--- src/rtl/vdb_vga_timing_gen.sv ---
// VGA timing generator: parameterised hsync/vsync/de timing, fixed-latency pixel
// requests to an upstream source, and built-in test patterns.
module vdb_vga_timing_gen #(
  parameter int HOR_ACT   = 640,
  parameter int HOR_FP    = 16,
  parameter int HOR_SYNC  = 96,
  parameter int HOR_BP    = 48,
  parameter int VERT_ACT  = 480,
  parameter int VERT_FP   = 11,
  parameter int VERT_SYNC = 2,
  parameter int VERT_BP   = 31,
  parameter int SYNC_POL  = 0
) (
  input  logic        pixel_clk,
  input  logic        rst,
  input  logic        enable,
  input  logic [1:0]  pattern_sel,
  output logic        req,
  output logic [10:0] req_x,
  output logic [9:0]  req_y,
  input  logic [7:0]  pix_r,
  input  logic [7:0]  pix_g,
  input  logic [7:0]  pix_b,
  output logic [7:0]  r,
  output logic [7:0]  g,
  output logic [7:0]  b,
  output logic        hsync,
  output logic        vsync,
  output logic        de,
  output logic        frame_start,
  output logic        busy
);

  localparam int HTOTAL = HOR_ACT + HOR_FP + HOR_SYNC + HOR_BP;
  localparam int VTOTAL = VERT_ACT + VERT_FP + VERT_SYNC + VERT_BP;
  localparam int BAR_W  = (HOR_ACT >= 8) ? HOR_ACT / 8 : 1;

  localparam logic [10:0] H_LAST   = 11'(HTOTAL - 1);
  localparam logic [10:0] V_LAST   = 11'(VTOTAL - 1);
  localparam logic [10:0] H_ACT    = 11'(HOR_ACT);
  localparam logic [10:0] V_ACT    = 11'(VERT_ACT);
  localparam logic [10:0] HS_FIRST = 11'(HOR_ACT + HOR_FP);
  localparam logic [10:0] HS_LAST  = 11'(HOR_ACT + HOR_FP + HOR_SYNC - 1);
  localparam logic [10:0] VS_FIRST = 11'(VERT_ACT + VERT_FP);
  localparam logic [10:0] VS_LAST  = 11'(VERT_ACT + VERT_FP + VERT_SYNC - 1);
  localparam logic [10:0] BAR_LAST = 11'(BAR_W - 1);
  localparam logic        SYNC_ON  = (SYNC_POL != 0) ? 1'b1 : 1'b0;

  typedef enum logic [1:0] {IDLE = 2'd0, RUN = 2'd1, STOP = 2'd2} state_t;

  state_t      state_q, state_d;
  logic [10:0] h_cnt_q, h_cnt_d, v_cnt_q, v_cnt_d;
  logic [1:0]  mode_q, mode_d;
  logic [10:0] bar_pix_q, bar_pix_d;
  logic [2:0]  bar_idx_q, bar_idx_d;
  logic [7:0]  r_q, r_d, g_q, g_d, b_q, b_d;
  logic        de_q, de_d, hsync_q, hsync_d, vsync_q, vsync_d, fs_q, fs_d;

  logic        frame_end, act0, running;
  logic [10:0] h_adv, v_adv;

  // Sequencer: state, counters and the per-frame pattern latch.
  always_comb begin
    state_d   = state_q;
    h_cnt_d   = h_cnt_q;
    v_cnt_d   = v_cnt_q;
    mode_d    = mode_q;
    frame_end = (h_cnt_q == H_LAST) && (v_cnt_q == V_LAST);
    h_adv     = (h_cnt_q == H_LAST) ? 11'd0 : h_cnt_q + 11'd1;
    if (h_cnt_q == H_LAST) begin
      v_adv = (v_cnt_q == V_LAST) ? 11'd0 : v_cnt_q + 11'd1;
    end else begin
      v_adv = v_cnt_q;
    end
    case (state_q)
      IDLE: begin
        h_cnt_d = 11'd0;
        v_cnt_d = 11'd0;
        if (enable) begin
          state_d = RUN;
          mode_d  = pattern_sel;
        end else begin
          state_d = IDLE;
        end
      end
      RUN: begin
        h_cnt_d = h_adv;
        v_cnt_d = v_adv;
        state_d = enable ? RUN : STOP;
        if (frame_end) begin
          mode_d = pattern_sel;
        end else begin
          mode_d = mode_q;
        end
      end
      STOP: begin
        if (enable) begin
          state_d = RUN;
          h_cnt_d = h_adv;
          v_cnt_d = v_adv;
          if (frame_end) begin
            mode_d = pattern_sel;
          end else begin
            mode_d = mode_q;
          end
        end else if (frame_end) begin
          state_d = IDLE;
          h_cnt_d = 11'd0;
          v_cnt_d = 11'd0;
        end else begin
          h_cnt_d = h_adv;
          v_cnt_d = v_adv;
        end
      end
      default: begin
        state_d = IDLE;
        h_cnt_d = 11'd0;
        v_cnt_d = 11'd0;
      end
    endcase
  end

  // Stage 0 request port and stage-1 next values.
  always_comb begin
    running   = (state_q != IDLE);
    act0      = running && (h_cnt_q < H_ACT) && (v_cnt_q < V_ACT);
    req       = act0 && (mode_q == 2'd0);
    req_x     = act0 ? h_cnt_q : 11'd0;
    req_y     = act0 ? v_cnt_q[9:0] : 10'd0;
    bar_pix_d = 11'd0;
    bar_idx_d = 3'd0;
    if (act0) begin
      if (bar_pix_q == BAR_LAST) begin
        bar_pix_d = 11'd0;
        bar_idx_d = (bar_idx_q == 3'd7) ? 3'd7 : bar_idx_q + 3'd1;
      end else begin
        bar_pix_d = bar_pix_q + 11'd1;
        bar_idx_d = bar_idx_q;
      end
    end else begin
      bar_pix_d = 11'd0;
      bar_idx_d = 3'd0;
    end
    de_d = act0;
    fs_d = act0 && (h_cnt_q == 11'd0) && (v_cnt_q == 11'd0);
    r_d  = 8'h00;
    g_d  = 8'h00;
    b_d  = 8'h00;
    if (act0) begin
      case (mode_q)
        2'd0: begin
          r_d = pix_r;
          g_d = pix_g;
          b_d = pix_b;
        end
        2'd1: begin
          // Bar order white..black maps to idx bits: R=~idx[1], G=~idx[2], B=~idx[0].
          r_d = {8{~bar_idx_q[1]}};
          g_d = {8{~bar_idx_q[2]}};
          b_d = {8{~bar_idx_q[0]}};
        end
        2'd2: begin
          r_d = ((h_cnt_q[3:0] == 4'd0) || (v_cnt_q[3:0] == 4'd0)) ? 8'hFF : 8'h00;
          g_d = r_d;
          b_d = r_d;
        end
        default: begin
          r_d = 8'h00;
          g_d = 8'h00;
          b_d = 8'h00;
        end
      endcase
    end else begin
      r_d = 8'h00;
      g_d = 8'h00;
      b_d = 8'h00;
    end
    if (running && (h_cnt_q >= HS_FIRST) && (h_cnt_q <= HS_LAST)) begin
      hsync_d = SYNC_ON;
    end else begin
      hsync_d = ~SYNC_ON;
    end
    if (running && (v_cnt_q >= VS_FIRST) && (v_cnt_q <= VS_LAST)) begin
      vsync_d = SYNC_ON;
    end else begin
      vsync_d = ~SYNC_ON;
    end
  end

  // State, counter and stage-1 registers with synchronous reset.
  always_ff @(posedge pixel_clk) begin
    if (rst) begin
      state_q   <= IDLE;
      h_cnt_q   <= 11'd0;
      v_cnt_q   <= 11'd0;
      mode_q    <= 2'd0;
      bar_pix_q <= 11'd0;
      bar_idx_q <= 3'd0;
      r_q       <= 8'h00;
      g_q       <= 8'h00;
      b_q       <= 8'h00;
      de_q      <= 1'b0;
      fs_q      <= 1'b0;
      hsync_q   <= ~SYNC_ON;
      vsync_q   <= ~SYNC_ON;
    end else begin
      state_q   <= state_d;
      h_cnt_q   <= h_cnt_d;
      v_cnt_q   <= v_cnt_d;
      mode_q    <= mode_d;
      bar_pix_q <= bar_pix_d;
      bar_idx_q <= bar_idx_d;
      r_q       <= r_d;
      g_q       <= g_d;
      b_q       <= b_d;
      de_q      <= de_d;
      fs_q      <= fs_d;
      hsync_q   <= hsync_d;
      vsync_q   <= vsync_d;
    end
  end

  assign r           = r_q;
  assign g           = g_q;
  assign b           = b_q;
  assign de          = de_q;
  assign frame_start = fs_q;
  assign hsync       = hsync_q;
  assign vsync       = vsync_q;
  assign busy        = (state_q != IDLE);

endmodule

--- config.mk ---
export PLATFORM = sky130hd
export DESIGN_NAME = vdb_vga_timing_gen
export DESIGN_NICKNAME = d
export VERILOG_FILES = /design/src/rtl/vdb_vga_timing_gen.sv
export SDC_FILE = /design/constraint.sdc
export NUM_CORES = 1
export LEC_CHECK = 0
export BUFFER_PORTS_ARGS = -buffer_cell sky130_fd_sc_hd__buf_2
export CELL_PAD_IN_SITES_DETAIL_PLACEMENT = 0
export CELL_PAD_IN_SITES_GLOBAL_PLACEMENT = 1
export CORE_ASPECT_RATIO = 1.1
export CORE_UTILIZATION = 39
export CTS_CLUSTER_DIAMETER = 100
export DETAILED_ROUTE_END_ITERATION = 8
export PLACE_DENSITY = 0.74
export SKIP_LAST_GASP = 1
export SYNTH_ARGS = -nofsm -noshare
export SYNTH_HDL_FRONTEND = slang
export SYNTH_SLANG_ARGS = --single-unit
--- constraint.sdc ---
create_clock -name pixel_clk -period 2.1 [get_ports pixel_clk]
set_input_delay 0.105 -clock pixel_clk [delete_from_list [all_inputs] [get_ports pixel_clk]]
set_output_delay 0.105 -clock pixel_clk [all_outputs]
set_load 0.03 [all_outputs]
==> results of run 1 <==
state kept, by name, indices dropped and copies added, names as in the netlist, 2 cells and up:
register / flops
g: 8
bar_pix_q: 11
mode_q: 2
state_q: 2
v_cnt_q: 11
r: 8
bar_idx_q: 3
b: 8
h_cnt_q: 11
stage by stage:
| step | utilization | setup TNS, ps | power, uW | setup WS [ps] |
|---|---|---|---|---|
| final | 0.5637 | -1036 | 2883 | -65.05 |
| after global routing | 0.5637 | -3204 | 3005 | -143.1 |
| after CTS | 0.5546 | -381.5 | 2892 | -36.53 |
| after detailed placement | 0.4838 | 0 | 1688 | 100.1 |
| after global placement | 0.4838 | 0 | 1683 | 147.0 |
| after floorplan | - | 0 | 1581 | 3.483 |
final timing paths:
check	slack, ps	to	start
max reg2reg	30	g[2]$_SDFF_PP0_	state_q[1]$_SDFFE_PP0P_
min	10	mode_q[0]$_SDFFE_PP0P_	pattern_sel[0]
max	-70	req_x[4]	state_q[1]$_SDFFE_PP0P_
min reg2reg	470	bar_pix_q[0]$_SDFF_PP0_	bar_pix_q[0]$_SDFF_PP0_
report_power, final:
group / leakage (uW) / switching (uW) / total [uW] / internal, uW
Combinational: 0.00131 / 230 / 384 / 154
Sequential: 0.000552 / 12.8 / 1330 / 1320
Clock: 0.000105 / 502 / 1160 / 663
per-layer routing:
layer	share of wire	wire length (um)
met1	0.45	3533
met2	0.47	3688
met3	0.048	374
met4	0.023	178
met5	0	0
worst min-delay path, stage by stage:
cell     delay (ps)
buf_2           100
nand2_1          50
mux2i_1          60
cell usage in the layout (no fill, tap or decap), types with 3 or more instances in the layout:
| cell | n |
|---|---|
| buf_6 | 25 |
| nand4_1 | 9 |
| o211ai_1 | 3 |
| buf_2 | 57 |
| nand2b_1 | 3 |
| xnor2_1 | 5 |
| nor2_1 | 34 |
| nand3_1 | 9 |
| o21a_1 | 4 |
| buf_4 | 26 |
| dlygate4sd3_1 | 8 |
| nand2_1 | 45 |
| mux2i_1 | 7 |
| and2_4 | 20 |
| a21oi_1 | 8 |
| xor2_1 | 18 |
| nor3b_1 | 4 |
| clkbuf_8 | 9 |
| ha_1 | 9 |
| and4_1 | 8 |
| dfxtp_1 | 66 |
| and3_1 | 5 |
| or3_1 | 4 |
| nor3_1 | 4 |
| a21oi_2 | 20 |
| inv_1 | 9 |
| o21ai_0 | 6 |
| o211a_1 | 3 |
kinds of logic (layout without fill, tap and decap cells):
| kind of cell | Yosys count | after routing | synth area share |
|---|---|---|---|
| other | 1 | 2 | 0.001166 |
| AND/OR/NAND/NOR | 165 | 165 | 0.2856 |
| buffers and inverters | 28 | 147 | 0.04007 |
| XOR/XNOR | 23 | 23 | 0.06264 |
| multiplexers | 7 | 7 | 0.02179 |
| adder cells (fa/ha/maj) | 10 | 10 | 0.03891 |
| AO/OA/AOI/OAI | 52 | 52 | 0.1265 |
| flip-flops | 68 | 68 | 0.4233 |
area by class of cell:
class	count	area (um2)
clock buffer	9	123.9
clock inverter	6	90.09
fill	764	3471
inverter	12	45.04
multi-input combinational	259	1799
sequential	68	1364
tap	108	135.1
timing repair buffer	120	927.1
timing repair:
item	CTS	global route
hold buffers	8	0
buffers inserted	7	2
pin swaps	10	4
endpoints found under the hold margin	8	0
resized for setup	71	4
cloned	1	2
setup endpoints to repair	20	33
==> flow_summary_export.csv, run 1 <==
group,metric,value,unit
outcome,status,"finished, violations left",
outcome,violations,"setup timing",
sta,rsz0062_at_grt,"yes",
power,p_leak,0.001970,uW
synth,ys_warn_count,0,
die,die_w,88.58,um
worst_setup_path,crit_top_cell,"buf_6",
final_layout,drive_gt1_frac,0.3882,
die,rows,34,
global_routing,grt_pass1_wl,12.48,mm
final_layout,stdcell_count,582,
synth,synth_most_common_cell,"dfxtp_1",
sta,period_share,1.031,
clocking,h-tree-depth,3,
synth,synth_edf_count,0,
routing,wirelength,7.775,mm
routing,drtPass1Iterations,4,
sta,slew_viol_final,0,
global_routing,grt_overflow,0,
synth,yosysSeqAreaShare,0.4233,
final_layout,diodes,0,
die,io-pin-count,80,
synth,ys_types,54,
final_layout,area_growth,39.46,%
synth,ys.flop_type,"dfxtp_1",
min_path,min_path_type,"in2reg",
min_path,min_path_cells,3,
die,initial_core_util,0.4042,
clocking,clock_latency,340,ps
synth,ys_seq_elements,68,
place,hpwl,5.267,mm
synth,synthCells,354,
global_routing,antenna_found_initial,0,
sta,worstMarginPinSlew,507.8,ps
place,place_inst,548,
clocking,cts_buffer_depth,2,
sta,fmax,461.9,MHz
power,peakVddDrop,0.3698,mV
clocking,numCtsBuffers,9,
power,power_density,642.8,nW/um2
global_routing,grt_use_total,0.1870,
routing,via_per_inst,4.856,
routing,drt_first_iter_violations,65,
flow_run,drv_cap,0,
worst_setup_path,worstPathRequired,2000,ps
clocking,cts_tree,"built",
worst_setup_path,cp_slowest_stage_delay,420,ps
synth,yosys-top-cells-area,"dfxtp_1, a21oi_2, nand2_1",
sta,report.final.setup_viol,20,
die,core-area,7955,um2
synth,synth_top_cells_by_count,"dfxtp_1, nand2_1, nor2_1",
place,port_buffers,77,
worst_setup_path,rr_worst_depth,10,
routing,antenna_left,0,
worst_setup_path,critical_path.slowest_cell,"or4_4",
worst_setup_path,crit_chain,"inv_2, ha_4, or4_4, a211oi_4, buf_6, buf_8, and2_4, buf_6",
sta,slew_headroom,0.6584,
final_layout,nets,509,
place,gp_congestion,0.7776,
clocking,cts.sinks,68,
worst_setup_path,critical_path_arrival,2060,ps
worst_setup_path,crit_fanout,7,
final_layout,final_area,4484,um2
synth,syn-cell-area,3216,um2
worst_setup_path,crit_type,"reg2out",
sta,hold_viol,0,
routing,num_vias,2826,
sta,worst_slack,-65.05,ps
worst_setup_path,crit_path_start_kind,"register",
routing,wl_per_cell,13.36,um
synth,synth_top_area_frac,0.4233,
global_routing,busiest_layer,"met2",
clocking,root_buffer,"clkbuf_8",
synth,async_reset_ff_frac,0,
worst_setup_path,crit_buf_inv,4,
global_routing,grt_util_met1,0.2353,
die,dieArea,8613,um2
sta,fin_hold_ws,11.35,ps
die,dieHeight,97.24,um
place,placedInstanceArea,3849,um2
synth,syn_area_per_cell,9.084,um2
clocking,clkTransAtPathRegs,70,ps
global_routing,met3_usage,0.03314,
global_routing,grt_pass1_vias,2689,
sta,period_needed,2165,ps
worst_setup_path,critPathTopFamily,"simple AND/OR/NAND/NOR gates",
global_routing,met2_usage,0.3024,
routing,route.detailed.drc,0,
synth,yosys.area.top_type,"dfxtp_1",
global_routing,grt_max_degree,26,
worst_setup_path,crit_path_end_kind,"output port",
worst_setup_path,crit_cells,8,
sta,skew,7.009,ps
No activity file was read; power rests on OpenSTA's default activity.
==> run 2, diff against run 1 <==
--- a/config.mk
+++ b/config.mk
@@ -13,6 +13,7 @@
 export CTS_CLUSTER_DIAMETER = 100
 export DETAILED_ROUTE_END_ITERATION = 8
 export PLACE_DENSITY = 0.74
+export REMOVE_ABC_BUFFERS = 1
 export SKIP_LAST_GASP = 1
 export SYNTH_ARGS = -nofsm -noshare
 export SYNTH_HDL_FRONTEND = slang
==> run 2 against run 1 <==
Global-route usage grew 0.79 points. Clock skew grew 2.2 ps. The run still ends with setup timing left. Largest power group unchanged. Via count grew 3.8%. Register-to-register slack gained 40 ps. Combinational power grew 5.5%. Highest routed layer unchanged. Worst setup slack gained 24 ps. Critical path depth is the same.
==> flow_summary_export.csv, run 2 (synthesis results as in run 1) <==
group,metric,value,unit
place,hpwl,5.189,mm
global_routing,grt_util_met1,0.2334,
global_routing,met3_usage,0.03908,
clocking,cts_buffer_depth,2,
final_layout,final_common_cell,"dfxtp_1",
die,initial_core_util,0.4042,
worst_setup_path,crit_path_end_kind,"output port",
sta,period_share,1.020,
clocking,root_buffer,"clkbuf_8",
sta,worst_slack,-41.02,ps
sta,skew,9.169,ps
final_layout,area_growth,41.48,%
min_path,hp-start,"pix_r[2]",
clocking,numCtsBuffers,9,
sta,worstMarginPinSlew,517.1,ps
routing,num_vias,2933,
worst_setup_path,crit_path_start_kind,"register",
routing,route.detailed.drc,0,
routing,wirelength,8.099,mm
global_routing,antenna_found_initial,0,
worst_setup_path,critical_path_arrival,2040,ps
routing,antenna_left,0,
sta,hold_viol,0,
routing,drt_first_iter_violations,63,
final_layout,fillers,735,
final_layout,post-route-util,0.5719,
outcome,status,"finished, violations left",
worst_setup_path,crit_type,"reg2out",
final_layout,drive_gt1_frac,0.3701,
final_layout,diodes,0,
final_layout,layout_common_cells,"dfxtp_1, buf_2, nand2_1",
die,die_w,88.58,um
die,core-area,7955,um2
clocking,cts_tree,"built",
routing,wl_per_cell,13.75,um
global_routing,grt_max_degree,25,
flow_run,drv_cap,0,
global_routing,grt_pass1_vias,2799,
worst_setup_path,startpoint,"state_q[1]$_SDFFE_PP0P_",
min_path,min_path_type,"in2reg",
worst_setup_path,worstPathRequired,2000,ps
final_layout,nets,515,
final_layout,biggestRegsByFlops,"bar_pix_q x11, h_cnt_q x11, v_cnt_q x11",
sta,slew_viol_final,0,
routing,drtPass1Iterations,4,
global_routing,grt_use_total,0.1950,
sta,period_needed,2141,ps
clocking,clock_latency,340,ps
die,io-pin-count,80,
sta,fmax,467.1,MHz
sta,report.final.setup_viol,20,
worst_setup_path,crit_fanout,6,
power,peakVddDrop,0.2759,mV
power,power_density,626.3,nW/um2
die,dieArea,8613,um2
routing,via_per_inst,4.980,
global_routing,grt_overflow,0,
place,port_buffers,77,
power,p_leak,0.001987,uW
clocking,clkTransAtPathRegs,70,ps
clocking,h-tree-depth,3,
power,power,2849,uW
die,rows,34,
global_routing,busiest_layer,"met2",
worst_setup_path,rr_startpoint,"state_q[1]$_SDFFE_PP0P_",
die,dieHeight,97.24,um
sta,slew_headroom,0.6521,
clocking,cts.sinks,68,
outcome,violations,"setup timing",
sta,rsz0062_at_grt,"yes",
global_routing,grt_pass1_wl,13.00,mm
place,gp_congestion,0.7680,
global_routing,met2_usage,0.3266,
run 2: routing by layer:
layer	up-vias	routed length [um]
met1	1393	3600
met4	0	167
met5	-	0
li1	1456	-
met3	16	285
met2	68	4046
run 2: worst max-delay path: stages (launching register included):
cell and delay, ps:
dfxtp_2 330, inv_2 50, ha_4 160, or4_4 420, a211oi_4 190, buf_6 150, buf_6 120, and2_4 140
buf_6 120
run 2: power breakdown:
group	internal [uW]	total (uW)	leakage [uW]	switching, uW
logic	172	405	0.00133	233
registers	1320	1330	0.000552	12.3
clock network	610	1110	0.000102	502
run 2: metrics by stage:
step	cells	setup TNS, ps	hold slack [ps]	cell area, um2	setup WS, ps
floorplan	339	-4244	225.2	3136	-175.5
global placement	540	0	355.5	3789	80.03
detailed placement	540	0	356.5	3789	52.53
CTS	584	-924.8	0.5259	4439	-51.19
global route	589	-2247	0.6480	4549	-129.0
finish	589	-566.9	14.98	4549	-41.02
run 2: final cells by class:
class | count | area (um2) | area share
Tap cell | 108 | 135.1 | 0.02970
Timing Repair Buffer | 126 | 996.0 | 0.2189
Multi-Input combinational cell | 259 | 1807 | 0.3971
Inverter | 12 | 45.04 | 0.009901
Sequential cell | 68 | 1364 | 0.2998
Clock inverter | 4 | 47.55 | 0.01045
Clock buffer | 12 | 155.1 | 0.03410
run 2: timing repair:
item                       CTS  global route
pin swaps                    3             5
resized for setup           66            10
hold endpoints to repair    19             0
hold buffers                19             0
setup endpoints to repair   20            29
buffers inserted             7             4
gates cloned                 2             2
run 2: path summary, 6_finish.rpt:
kind	to	slack, ps	depth (start not counted)
worst max-delay path	req_x[4]	-40	8
worst min register to register	bar_pix_q[0]$_SDFF_PP0_	470	1
worst max register to register	g[1]$_SDFF_PP0_	70	10
worst min-delay path	r[2]$_SDFF_PP0_	10	3
